## src/rtl/jam_sched_if.sv

```systemverilog
// jam_sched bus: cost source, cost table, enumerator and result signals.
interface jam_sched_if #(
  parameter int IDX_W  = 3,
  parameter int COST_W = 7,
  parameter int SUM_W  = 10,
  parameter int CNT_W  = 4
);
  logic                 start;
  logic [IDX_W-1:0]     W;
  logic [IDX_W-1:0]     J;
  logic [COST_W-1:0]    Cost;
  logic                 tbl_we;
  logic [2*IDX_W-1:0]   tbl_waddr;
  logic [COST_W-1:0]    tbl_wdata;
  logic                 perm_init;
  logic                 perm_step;
  logic                 perm_last;
  logic [SUM_W-1:0]     total_cost;
  logic                 busy;
  logic [SUM_W-1:0]     MinCost;
  logic [CNT_W-1:0]     MatchCount;
  logic                 Valid;

  modport master (
    input  start, Cost, perm_last, total_cost,
    output W, J, tbl_we, tbl_waddr, tbl_wdata,
    output perm_init, perm_step, busy,
    output MinCost, MatchCount, Valid
  );

  modport slave (
    output start, Cost, perm_last, total_cost,
    input  W, J, tbl_we, tbl_waddr, tbl_wdata,
    input  perm_init, perm_step, busy,
    input  MinCost, MatchCount, Valid
  );
endinterface

```

## src/rtl/jam_sched.sv

```systemverilog
// Sequencer for the assignment cost engine: loads the cost table,
// then walks every permutation tracking the minimum cost and its count.
module jam_sched #(
  parameter int N      = 8,
  parameter int IDX_W  = 3,
  parameter int COST_W = 7,
  parameter int SUM_W  = 10,
  parameter int CNT_W  = 4
) (
  input  logic          CLK,
  input  logic          RST,
  jam_sched_if.master   bus
);

  localparam logic [2:0] S_IDLE = 3'd0;
  localparam logic [2:0] S_LOAD = 3'd1;
  localparam logic [2:0] S_INIT = 3'd2;
  localparam logic [2:0] S_EVAL = 3'd3;
  localparam logic [2:0] S_DONE = 3'd4;

  localparam logic [IDX_W-1:0] LAST = IDX_W'(N - 1);

  logic [2:0]       state;
  logic [IDX_W-1:0] w;
  logic [IDX_W-1:0] j;
  logic [SUM_W-1:0] min_cost;
  logic [CNT_W-1:0] cnt;

  always_ff @(posedge CLK) begin
    if (RST) begin
      state    <= S_IDLE;
      w        <= '0;
      j        <= '0;
      min_cost <= '1;
      cnt      <= '0;
    end else begin
      unique case (state)
        S_IDLE, S_DONE: begin
          if (bus.start) begin
            state <= S_LOAD;
            w     <= '0;
            j     <= '0;
          end
        end
        S_LOAD: begin
          if (j == LAST) begin
            j <= '0;
            if (w == LAST) begin
              w     <= '0;
              state <= S_INIT;
            end else begin
              w <= w + 1'b1;
            end
          end else begin
            j <= j + 1'b1;
          end
        end
        S_INIT: begin
          min_cost <= '1;
          cnt      <= '0;
          state    <= S_EVAL;
        end
        S_EVAL: begin
          if (bus.total_cost < min_cost) begin
            min_cost <= bus.total_cost;
            cnt      <= CNT_W'(1);
          end else if (bus.total_cost == min_cost
                       && cnt != '1) begin
            cnt <= cnt + 1'b1;
          end
          if (bus.perm_last) state <= S_DONE;
        end
        default: state <= S_IDLE;
      endcase
    end
  end

  // Strobes are gated by RST so nothing is issued in the reset cycle.
  assign bus.W          = w;
  assign bus.J          = j;
  assign bus.tbl_we     = (state == S_LOAD) && !RST;
  assign bus.tbl_waddr  = {w, j};
  assign bus.tbl_wdata  = COST_W'(bus.Cost);
  assign bus.perm_init  = (state == S_INIT) && !RST;
  assign bus.perm_step  = (state == S_EVAL) && !bus.perm_last
                          && !RST;
  assign bus.busy       = (state == S_LOAD) || (state == S_INIT)
                          || (state == S_EVAL);
  assign bus.Valid      = (state == S_DONE);
  assign bus.MinCost    = min_cost;
  assign bus.MatchCount = cnt;

endmodule

```

## src/flat_wrapper.sv

```systemverilog
// flat-port wrapper written by rule: the top's interface ports become plain ports
module jam_sched_flat 
#(
  parameter int N      = 8,
  parameter int IDX_W  = 3,
  parameter int COST_W = 7,
  parameter int SUM_W  = 10,
  parameter int CNT_W  = 4
)
  (CLK, RST, bus_start, bus_Cost, bus_perm_last, bus_total_cost, bus_W, bus_J, bus_tbl_we, bus_tbl_waddr, bus_tbl_wdata, bus_perm_init, bus_perm_step, bus_busy, bus_MinCost, bus_MatchCount, bus_Valid);
  jam_sched_if #(.IDX_W(IDX_W), .COST_W(COST_W), .SUM_W(SUM_W), .CNT_W(CNT_W)) bus_i ();
  input  logic CLK;
  input  logic RST;
  input wire logic [$bits(bus_i.start)-1:0] bus_start;
  input wire logic [$bits(bus_i.Cost)-1:0] bus_Cost;
  input wire logic [$bits(bus_i.perm_last)-1:0] bus_perm_last;
  input wire logic [$bits(bus_i.total_cost)-1:0] bus_total_cost;
  output wire logic [$bits(bus_i.W)-1:0] bus_W;
  output wire logic [$bits(bus_i.J)-1:0] bus_J;
  output wire logic [$bits(bus_i.tbl_we)-1:0] bus_tbl_we;
  output wire logic [$bits(bus_i.tbl_waddr)-1:0] bus_tbl_waddr;
  output wire logic [$bits(bus_i.tbl_wdata)-1:0] bus_tbl_wdata;
  output wire logic [$bits(bus_i.perm_init)-1:0] bus_perm_init;
  output wire logic [$bits(bus_i.perm_step)-1:0] bus_perm_step;
  output wire logic [$bits(bus_i.busy)-1:0] bus_busy;
  output wire logic [$bits(bus_i.MinCost)-1:0] bus_MinCost;
  output wire logic [$bits(bus_i.MatchCount)-1:0] bus_MatchCount;
  output wire logic [$bits(bus_i.Valid)-1:0] bus_Valid;
  assign bus_i.start = bus_start;
  assign bus_i.Cost = bus_Cost;
  assign bus_i.perm_last = bus_perm_last;
  assign bus_i.total_cost = bus_total_cost;
  assign bus_W = bus_i.W;
  assign bus_J = bus_i.J;
  assign bus_tbl_we = bus_i.tbl_we;
  assign bus_tbl_waddr = bus_i.tbl_waddr;
  assign bus_tbl_wdata = bus_i.tbl_wdata;
  assign bus_perm_init = bus_i.perm_init;
  assign bus_perm_step = bus_i.perm_step;
  assign bus_busy = bus_i.busy;
  assign bus_MinCost = bus_i.MinCost;
  assign bus_MatchCount = bus_i.MatchCount;
  assign bus_Valid = bus_i.Valid;
  jam_sched #(.N(N), .IDX_W(IDX_W), .COST_W(COST_W), .SUM_W(SUM_W), .CNT_W(CNT_W)) u_core (.CLK(CLK), .RST(RST), .bus(bus_i));
endmodule
```

## config.mk

```make
export PLATFORM = sky130hd
export DESIGN_NAME = jam_sched_flat
export DESIGN_NICKNAME = d
export VERILOG_FILES = /design/src/rtl/jam_sched_if.sv /design/src/rtl/jam_sched.sv /design/src/flat_wrapper.sv
export SDC_FILE = /design/constraint.sdc
export NUM_CORES = 1
export LEC_CHECK = 0
export ABC_AREA = 1
export CORE_AREA = 5 5 79 81
export DETAILED_ROUTE_END_ITERATION = 10
export DIE_AREA = 0 0 84 86
export PLACE_DENSITY = 0.61
export SYNTH_ARGS = -nofsm -noshare
export SYNTH_HDL_FRONTEND = slang
export SYNTH_SLANG_ARGS = --single-unit
```

## constraint.sdc

```tcl
create_clock -name CLK -period 1.4 [get_ports CLK]
set_input_delay 0.28 -clock CLK [delete_from_list [all_inputs] [get_ports CLK]]
set_output_delay 0.28 -clock CLK [all_outputs]
set_load 0.02 [all_outputs]
```

### Yosys cells after proc, flatten, opt, wreduce, memory -nomap -nowiden

Cells that the tools add are included.

| storage, ports and cells | value |
|---|---|
| input port bits | 21 |
| register bits | 23 |
| output and inout port bits | 38 |
| logic and storage cells | 57 |

| cells by class | value |
|---|---|
| add/sub/neg operators | 3 |
| magnitude comparators | 1 |
| reduce and logical (&&, ||, !) cells | 18 |
| mux-type cells | 16 |
| equality and inequality tests | 14 |

Operators by type and width:

| cell | number |
|---|---|
| two-way mux 3 bit | 8 |
| one-hot mux 10 bit (2 select lines) | 1 |
| one-hot mux 3 bit (2 select lines) | 2 |
| one-hot mux 3 bit (4 select lines) | 1 |
| equality test 10 bit | 1 |
| < comparator 10 bit | 1 |
| two-way mux 10 bit | 1 |
| equality test 3 bit, second input constant | 3 |
| two-way mux 4 bit | 2 |
| one-hot mux 4 bit (2 select lines) | 1 |
| adder 3 x 1 -> 3 bit, second input constant | 2 |
| equality test 3 x 2 -> 1 bit, second input constant | 2 |
| inequality test 2 x 1 -> 1 bit, second input constant | 3 |
| AND reduction 2 bit | 3 |
| logical AND 1 bit | 5 |
| adder 4 x 1 -> 4 bit, second input constant | 1 |
| inequality test 2 bit, second input constant | 2 |
| inequality test 4 bit, second input constant | 1 |
| AND reduction 4 bit | 1 |
| nonzero test 2 bit | 2 |
| equality test 3 x 1 -> 1 bit, second input constant | 1 |
| zero test 3 bit | 1 |
| inequality test 3 x 1 -> 1 bit, second input constant | 1 |
| AND reduction 3 bit | 1 |
| 3 further kinds | 5 |

### Logic depth before layout (Yosys ltp)

Gate-level depths: netlist (run 1).

| logic depth | value |
|---|---|
| depth after elaboration | 5 |
| mapped depth | 13 |
| gate-level depth less buffers | 13 |

### Least setup slack after synthesis (run 1)

No wires, ideal clock.

| timing path | value |
|---|---|
| path kind | flip-flop to flip-flop |
| start point | reg u_core.min_cost[9], in the netlist u_core.bus.MinCost[9] |
| end point | reg u_core.min_cost[0], in the netlist u_core.bus.MinCost[0] |
| setup time | 0.058 ns |
| buffers on the path | 1 |
| data arrival time | 1.633 ns |
| stages on the path, launching flop included | 11 |
| required time | 1.342 ns |
| period minus slack after synthesis | 1.691 ns |
| slack | -0.291 ns |
| cell sequence | dfxtp_1 -> inv_1 -> ha_1 -> nand2_2 -> inv_1 -> a21oi_2 -> nand3_4 -> nor2_4 -> buf_6 -> a21oi_1 -> nand2_1 |

| on the way | value |
|---|---|
| cells in the longest elaborated chain, start to end | 3 |

Ends and longest elaborated chain:

| what | line | text |
|---|---|---|
| start, declared | jam_sched.sv:26 | `logic [SUM_W-1:0] min_cost;` |
| start signal, assigned | jam_sched.sv:65 | `min_cost <= bus.total_cost;` |
| < comparator 10 bit | jam_sched.sv:64 | `if (bus.total_cost < min_cost) begin` |
| inequality test 2 x 1 -> 1 bit (no source line) | - |  |
| AND reduction 2 bit (no source line) | - |  |

No other way between the ends.
A chain may end at the register's enable or synchronous reset.

### Worst setup path in the final report (run 1)

| timing path | value |
|---|---|
| start point | reg u_core.min_cost[7], in the netlist u_core.bus.MinCost[7] |
| end point | reg u_core.min_cost[1], in the netlist u_core.bus.MinCost[1] |

Same word-level chain as after synthesis.

==> flow_summary.rst, run 1 <==
.. list-table::
   :header-rows: 1

   * - Metric
     - Value
   * - Clock root cell
     - sky130_fd_sc_hd__clkbuf_8
   * - Primary flip-flop cell chosen by synthesis mapping
     - sky130_fd_sc_hd__dfxtp_1
   * - Average size of a mapped cell
     - approximately 7.3 sq um
   * - Via density per instance
     - about 4.3
   * - Number of cells on the worst reg-to-reg path
     - 10
   * - Status
     - finished, violations left
   * - Post-route setup slack
     - -0.185 ns
   * - WP buf/inv
     - 2
   * - Most frequent cells after synthesis
     - 51 x sky130_fd_sc_hd__nand2_1, 25 x sky130_fd_sc_hd__inv_1, 23 x sky130_fd_sc_hd__dfxtp_1
   * - DP HPWL
     - around 3300 microns
   * - Final setup viols
     - 17
   * - Clock latency reported for the late side of the worst-skew pair
     - 0.27 ns
   * - Proportion of netlist area held by the largest area contributor
     - 0.295
   * - Most frequent cell on the critical path
     - sky130_fd_sc_hd__nand2_2
   * - Hold depth
     - 4
   * - Grt total ovfl
     - 0
   * - Number of input and output port buffers inserted
     - 44
   * - R2r endpoint
     - u_core.bus.MinCost[1]
   * - Reg-to-reg setup timing slack
     - -0.18 ns
   * - CTS sink cnt
     - 23
   * - Via count
     - approximately 1600
   * - Layout Nets
     - about 340
   * - Last weighted congestion value of the routability-driven placer
     - 0.786
   * - Kind of path behind the tightest hold check
     - input pin to flop
   * - Synth top area cells
     - sky130_fd_sc_hd__dfxtp_1 30%, sky130_fd_sc_hd__nand2_1 12%, sky130_fd_sc_hd__ha_1 12%, sky130_fd_sc_hd__buf_4 6.3%, sky130_fd_sc_hd__inv_1 6.0%
   * - Detailed-route DRC error count
     - 0
   * - Total core area
     - around 5400 sq um
   * - Biggest fanout along the worst timing path
     - 6
   * - Worst voltage drop across the vdd grid
     - just under 0.001 V
   * - Kind of cell adding the most delay to the critical path
     - simple AND/OR/NAND/NOR gates
   * - Clock-pin slew reported for the worst setup and hold paths after clock tree synthesis
     - approximately 0.090 ns
   * - Gate Count Post-Synth
     - ~210
   * - Min Tclk post-route
     - 1.58 ns
   * - Area growth from synthesis to layout
     - 82.1%
   * - Yosys warning total
     - 0
   * - Number of global-route vias before repair
     - around 1700
   * - Clock tree from TritonCTS
     - yes
   * - Data arrival, critical path
     - about 1.8 ns
   * - Violations in the final reports
     - negative setup slack
   * - Number of flip-flops and latches in the synthesized netlist
     - 23
   * - Sequential area share after synthesis
     - 0.295
   * - TritonRoute pass-1 iters
     - 4
   * - Total CTS buffers
     - 3
   * - Static Leakage
     - between 1 and 1.5 nW
   * - Number of violations reported at the end of detailed-routing iteration 0
     - 44
   * - H-tree levels
     - 1
   * - Max frequency
     - 631 MHz
   * - Critical path endpoint category
     - flop
   * - CP Class
     - flop to flop
   * - Worst Max-Slew Pin Slew
     - between 0.3 and 0.4 ns
   * - I/O pin count
     - ~60
   * - Sort of element at the start of the critical path
     - flop
   * - Number of buffers on the longest clock path
     - 2
   * - Total wirelength of the detailed-routed design
     - approximately 4300 microns
   * - Power density cells
     - 1880 nW/um^2
   * - Fraction of layout instances using a drive strength above 1
     - 0.566
   * - Async SR Flop Fraction
     - 0
   * - Cell taking the most area after synthesis
     - sky130_fd_sc_hd__dfxtp_1
   * - Number of enable flip-flop cells after synthesis
     - 0
   * - Global-route wire length before repair
     - roughly 7600 microns
   * - Post-route clock period utilization
     - 1.13
   * - Die extent in y
     - 86 microns
   * - Initial cell density of the core
     - 0.288
   * - Critical register-to-register path startpoint
     - u_core.bus.MinCost[7]
   * - Post-synthesis cell type count
     - 28
   * - Hold WS
     - between 0.4 and 0.5 ns
   * - Wirelength per Cell
     - approximately 11 microns
   * - Cell type of the slowest stage on the worst timing path
     - sky130_fd_sc_hd__dfxtp_4
   * - Antenna diode count
     - 0
   * - RSZ-0062 raised after global routing
     - true
   * - Number of failing hold endpoints at the final stage
     - 0
   * - Pin count of the biggest net entering global routing
     - 13
   * - Hold path startpoint
     - bus_total_cost[0]
   * - Number of antenna violations at the first check in global routing
     - 0
   * - Worst-path cell chain
     - inv_2, ha_4, nand2_2, nand2_2, a21oi_4, nand3_4, nor2_4, buf_6, a21oi_2, nand2_1
   * - Final clock skew
     - around 0.0046 ns
   * - Delay of the slowest cell on the worst path
     - 0.35 ns
   * - Required time of the critical path
     - between 1.5 and 2 ns
   * - Cell area after synthesis
     - between 1500 and 2000 sq um
   * - Leading cell type by number of instances after synthesis
     - sky130_fd_sc_hd__nand2_1
   * - Post-route ant nets
     - 0
   * - Relative slew slack
     - 0.779
   * - End of the worst hold path
     - u_core.bus.MinCost[0]
   * - Fin. max-slew vios
     - 0
   * - Number of cell rows
     - 27
   * - DIE WIDTH
     - approximately 84 microns
   * - Post-synth net total
     - between 200 and 300
   * - Overall routing resource usage
     - 0.125
   * - Total Die Area
     - 7220 sq um
   * - Final total power
     - ~5.3 mW
   * - Count of maximum capacitance violations
     - 0
worst max-delay path by stage:
stage,startpoint,to,cells past startpoint
after floorplan,u_core.bus.MinCost[7],u_core.bus.MinCost[2],10
after global placement,bus_total_cost[7],u_core.bus.MinCost[2],10
after detailed placement,bus_total_cost[7],u_core.bus.MinCost[2],10
after CTS,u_core.bus.MinCost[9],u_core.bus.MinCost[2],10
after global routing,u_core.bus.MinCost[7],u_core.bus.MinCost[3],10
final,u_core.bus.MinCost[7],u_core.bus.MinCost[1],10
flip-flops by register name, indices dropped and copies added (netlist names):
register / flops
u_core.bus.MinCost: 10
u_core.bus.MatchCount: 4
u_core.bus.J: 3
u_core.bus.W: 3
u_core.state: 3
per-stage QoR:
stage               instances   util  TNS (ns)  cell area [sq um]  setup slack (ns)
finish                    374  0.525     -2.49               2840            -0.185
global route              374  0.525     -4.07               2840            -0.271
global placement          363  0.474    -11.01               2560            -0.605
floorplan                 214      -     -1.46               1770            -0.145
CTS                       370  0.498     -2.26               2690            -0.170
detailed placement        363  0.474    -11.15               2560            -0.613
cells in the final DEF (no fill, tap or decap), types with 2 or more instances in the layout:
cell type and instances:
sky130_fd_sc_hd__a21oi_1 5, sky130_fd_sc_hd__a21oi_2 14, sky130_fd_sc_hd__buf_12 2, sky130_fd_sc_hd__buf_4 44
sky130_fd_sc_hd__buf_6 13, sky130_fd_sc_hd__clkbuf_8 3, sky130_fd_sc_hd__clkdlybuf4s50_1 2, sky130_fd_sc_hd__dfxtp_1 8
sky130_fd_sc_hd__dfxtp_2 5, sky130_fd_sc_hd__dfxtp_4 10, sky130_fd_sc_hd__dlygate4sd2_1 37, sky130_fd_sc_hd__ha_1 5
sky130_fd_sc_hd__ha_4 9, sky130_fd_sc_hd__inv_1 15, sky130_fd_sc_hd__inv_2 14, sky130_fd_sc_hd__inv_4 2
sky130_fd_sc_hd__nand2_1 39, sky130_fd_sc_hd__nand2_2 12, sky130_fd_sc_hd__nand2_4 5, sky130_fd_sc_hd__nand3_1 2
sky130_fd_sc_hd__nand3_2 9, sky130_fd_sc_hd__nand3_4 2, sky130_fd_sc_hd__nor2_1 9, sky130_fd_sc_hd__nor2_2 9
sky130_fd_sc_hd__nor2_4 11, sky130_fd_sc_hd__o21ai_1 2
cells by family after synthesis:
kind of cell,share of synthesized area
adders and majority gates,0.120
and+or+nand+nor,0.323
xor gates and xnor gates,0.00562
DFF,0.295
buffers and inverters,0.154
AOI/OAI and AO/OA,0.101
cell type report:
type	count	area [sq um]
fill	537	2570
multi-input combinational	144	1200
timing repair buffer	98	861
sequential	23	504
inverter	33	134
tap	72	90.1
clock buffer	4	45.0
layer usage:
layer  routed length [microns]  vias to the layer above  track usage
li1                          -                      840            -
met3                       261                        2       0.0375
met2                      2100                       45        0.220
met5                         0                        -            0
met4                        15                        0       0.0146
met1                      1880                      728        0.154
worst min-delay path, delay by kind of cell:
family	cells	cell delay (ns)
simple gates	1	0.05
buf+inv	2	0.33
compound gates	1	0.04
power by group:
| part | switching [mW] | internal (mW) | total, mW | leakage [nW] |
|---|---|---|---|---|
| Sequential | 0.173 | 0.936 | 1.11 | 0.191 |
| Combinational | 2.02 | 1.79 | 3.81 | 1.15 |
| Clock | 0.220 | 0.203 | 0.424 | 0.0228 |
repair_timing:
| item | 4_1_cts | 5_1_grt |
|---|---|---|
| setup buffers | 2 | 5 |
| hold endpoints to repair | 0 | 0 |
| gates resized for setup | 97 | 26 |
| gates cloned | 1 | 0 |
| endpoints found under the setup margin | 46 | 25 |
| hold buffers | 0 | 0 |
| pin swaps | 11 | 19 |
(Power assumes the default switching activity.)
==> inputs of run 2 (changes only) <==
- CTS_CLUSTER_DIAMETER: unset -> 40
==> results of run 2 <==
No change in the layout: final DEF, timing and power equal those of run 1.
==> inputs of run 3 (changes only) <==
- CELL_PAD_IN_SITES_DETAIL_PLACEMENT: unset -> 1
- CELL_PAD_IN_SITES_GLOBAL_PLACEMENT: unset -> 1
- CORE_AREA: 5 5 79 81 -> 5 5 81 83
- CTS_CLUSTER_DIAMETER: 40 -> unset
- DIE_AREA: 0 0 84 86 -> 0 0 86 88
- PLACE_DENSITY: 0.61 -> 0.78
- SLEW_MARGIN: unset -> 20
==> flow_summary.rst, run 3 (synthesis results as in run 1) <==
.. list-table::
   :header-rows: 1

   * - Metric
     - Value
   * - Status
     - finished, violations left
   * - Violations in the final reports
     - negative setup slack
   * - Via count
     - 1652 (+2.3%)
   * - I/O pin count
     - 59 (unchanged)
   * - Antenna diode count
     - 0 (unchanged)
   * - Number of buffers on the longest clock path
     - 2 (unchanged)
   * - Critical register-to-register path startpoint
     - u_core.bus.MinCost[5]
   * - Clock root cell
     - sky130_fd_sc_hd__clkbuf_8
   * - Final std cells w/o fill
     - 379 (+1.3%)
   * - Non-Filler Cell Area, Final
     - 2860 sq um (+0.88%)
   * - Commonest non-fill, non-tap cell in the layout
     - sky130_fd_sc_hd__buf_4
   * - Final-layout fill cell count
     - 689 (+28%)
   * - Detailed-route DRC error count
     - 0 (unchanged)
   * - Number of input and output port buffers inserted
     - 44 (unchanged)
   * - TritonRoute pass-1 iters
     - 4 (unchanged)
   * - Biggest fanout along the worst timing path
     - 6 (unchanged)
   * - Pin count of the biggest net entering global routing
     - 13 (unchanged)
   * - Setup TNS
     - -3.44 ns (-0.949 ns)
   * - Post-route clock period utilization
     - 1.14 (+0.0126)
   * - Total core area
     - 5780 sq um (+6.9%)
   * - End of the worst hold path
     - u_core.bus.MinCost[0]
   * - Hold path startpoint
     - bus_total_cost[0]
   * - Reg-to-reg setup timing slack
     - -0.20 ns (-0.02 ns)
   * - Data arrival, critical path
     - 1.81 ns (about the same)
   * - Worst voltage drop across the vdd grid
     - 0.000812 V (-18%)
   * - Hold depth
     - 4 (unchanged)
   * - Clock-pin slew reported for the worst setup and hold paths after clock tree synthesis
     - 0.09 ns (about the same)
   * - Total wirelength of the detailed-routed design
     - 5030 microns (+18%)
   * - Kind of path behind the tightest hold check
     - input pin to flop
   * - Number of violations reported at the end of detailed-routing iteration 0
     - 25 (-43%)
   * - Final setup viols
     - 24 (+7)
   * - Last weighted congestion value of the routability-driven placer
     - 0.799 (+1.7%)
   * - Power density cells
     - 1970 nW/um^2 (+4.5%)
   * - Number of cells on the worst reg-to-reg path
     - 12 (+2)
   * - R2r endpoint
     - u_core.bus.MatchCount[0]
   * - Clock tree from TritonCTS
     - yes
   * - Global-route wire length before repair
     - 8160 microns (+8.0%)
   * - Wirelength per Cell
     - 13.3 microns (+16%)
   * - Post-route ant nets
     - 0 (unchanged)
   * - Initial cell density of the core
     - 0.270 (-0.0187)
   * - Cell count after placement
     - 367 (+1.1%)
   * - Number of flip-flops in the largest register
     - 10 (unchanged)
   * - Number of antenna violations at the first check in global routing
     - 0 (unchanged)
   * - Number of cell rows
     - 28 (+3.7%)
   * - DP HPWL
     - 3700 microns (+13%)
   * - H-tree levels
     - 1 (unchanged)
   * - Sort of element at the start of the critical path
     - flop
   * - Die extent in y
     - 88 microns (+2.3%)
   * - Grt total ovfl
     - 0 (unchanged)
   * - CTS sink cnt
     - 23 (unchanged)
   * - Via density per instance
     - 4.36 (+0.94%)
   * - RSZ-0062 raised after global routing
     - true
   * - Post-DP Area
     - 2580 sq um (+0.93%)
   * - Overall routing resource usage
     - 0.133 (+0.00825)
   * - Number of global-route vias before repair
     - 1831 (+6.3%)
   * - Start point of the critical path
     - u_core.bus.MinCost[5]
   * - CP Class
     - flop to flop
   * - Total Die Area
     - 7570 sq um (+4.8%)
   * - Critical path endpoint category
     - flop
   * - Worst Max-Slew Pin Slew
     - 0.322 ns (-0.0102 ns)
   * - Min Tclk post-route
     - 1.60 ns (+0.0176 ns)
   * - Static Leakage
     - 1.39 nW (+1.9%)
   * - Post-route setup slack
     - -0.203 ns (-0.0176 ns)
   * - Clock latency reported for the late side of the worst-skew pair
     - 0.27 ns (about the same)
   * - Fraction of layout instances using a drive strength above 1
     - 0.602 (+0.0357)
   * - Top library cells by usage in the layout, fill and taps aside
     - 46 x sky130_fd_sc_hd__buf_4, 34 x sky130_fd_sc_hd__dlygate4sd2_1, 33 x sky130_fd_sc_hd__nand2_1, 18 x sky130_fd_sc_hd__a21oi_2, 17 x sky130_fd_sc_hd__nand2_2
   * - Max frequency
     - 624 MHz (-1.1%)
   * - Final clock skew
     - 0.00921 ns (+0.00456 ns)
   * - Area growth from synthesis to layout
     - 83.7%
   * - DIE WIDTH
     - 86 microns (+2.4%)
   * - Required time of the critical path
     - 1.61 ns (about the same)
   * - Worst Setup Slack post-DPL
     - -0.658 ns (-0.0450 ns)
   * - Fin. max-slew vios
     - 0 (unchanged)
   * - Layout Nets
     - 341 (+0.59%)
   * - Count of maximum capacitance violations
     - 0 (unchanged)
   * - Number of failing hold endpoints at the final stage
     - 0 (unchanged)
   * - Total CTS buffers
     - 3 (unchanged)
   * - Number of hold-repair buffers added at the cts stage
     - 0 (unchanged)
   * - Relative slew slack
     - 0.785 (+0.00680)
==> run 3: changes by cell type in the layout (fill, tap and decap cells not counted), sizes merged <==
cell           delta
buf               +3
dlygate4sd2       -3
clkbuf            +2
clkdlybuf4s15     +1
nor2              -1
==> run 3: metrics by stage <==
stage	power (mW)	hold slack [ns]	utilization
5_1_grt	6.09	0.476	0.495
2_1_floorplan	3.04	0.382	-
3_5_place_dp	4.62	0.476	0.447
4_1_cts	5.10	0.453	0.459
3_3_place_gp	4.51	0.461	0.447
6_report	5.63	0.459	0.495
==> run 3: worst max path at each step <==
stage          cells after the start                  endpoint  slack (ns)
2_1_floorplan                     10     u_core.bus.MinCost[2]       -0.15
3_3_place_gp                      13  u_core.bus.MatchCount[2]       -0.60
3_5_place_dp                      11  u_core.bus.MatchCount[2]       -0.66
4_1_cts                           13     u_core.bus.MinCost[2]       -0.18
5_1_grt                           11  u_core.bus.MatchCount[3]       -0.29
6_report                          12  u_core.bus.MatchCount[0]       -0.20
==> run 3: cell type report <==
cell class | count | area [sq um] | share of cell area
inverters | 33 | 134 | 0.0467
multi-input cells | 143 | 1200 | 0.420
flip-flops and latches | 23 | 507 | 0.177
clock buffers | 4 | 45.0 | 0.0157
well taps | 75 | 93.8 | 0.0328
repair buffers | 101 | 881 | 0.308
==> run 3: power by group <==
part	internal (mW)	switching (mW)	total (mW)
logic	1.94	2.14	4.08
registers	0.936	0.185	1.12
clock network	0.204	0.230	0.433
total	3.08	2.56	5.63
==> run 3: routing by layer <==
| metal | routed length (microns) | share of wire | GRT usage | vias to the layer above |
|---|---|---|---|---|
| met4 | 43 | 0.0086 | 0.0331 | 0 |
| met3 | 254 | 0.051 | 0.0301 | 7 |
| met1 | 2040 | 0.41 | 0.151 | 770 |
| li1 | - | - | - | 837 |
| met2 | 2690 | 0.53 | 0.249 | 38 |
| met5 | 0 | 0 | 0 | - |
==> run 3: what timing repair did <==
item / 4_1_cts / 5_1_grt
setup endpoints to repair: 49 / 28
gates cloned: 0 / 0
buffers inserted: 2 / 8
pin swaps: 12 / 18
resized for setup: 82 / 54
==> run 3: worst max-delay path: stages, from the launching register on <==
cell	delay, ns
sky130_fd_sc_hd__dfxtp_4	0.36
sky130_fd_sc_hd__inv_2	0.04
sky130_fd_sc_hd__ha_4	0.25
sky130_fd_sc_hd__nand2_4	0.08
sky130_fd_sc_hd__inv_1	0.04
sky130_fd_sc_hd__nand2_1	0.06
sky130_fd_sc_hd__nand2_1	0.06
sky130_fd_sc_hd__nand2_2	0.07
sky130_fd_sc_hd__nand3_4	0.09
sky130_fd_sc_hd__buf_6	0.15
sky130_fd_sc_hd__nand2_8	0.08
sky130_fd_sc_hd__nand3_1	0.11
sky130_fd_sc_hd__a21oi_2	0.14
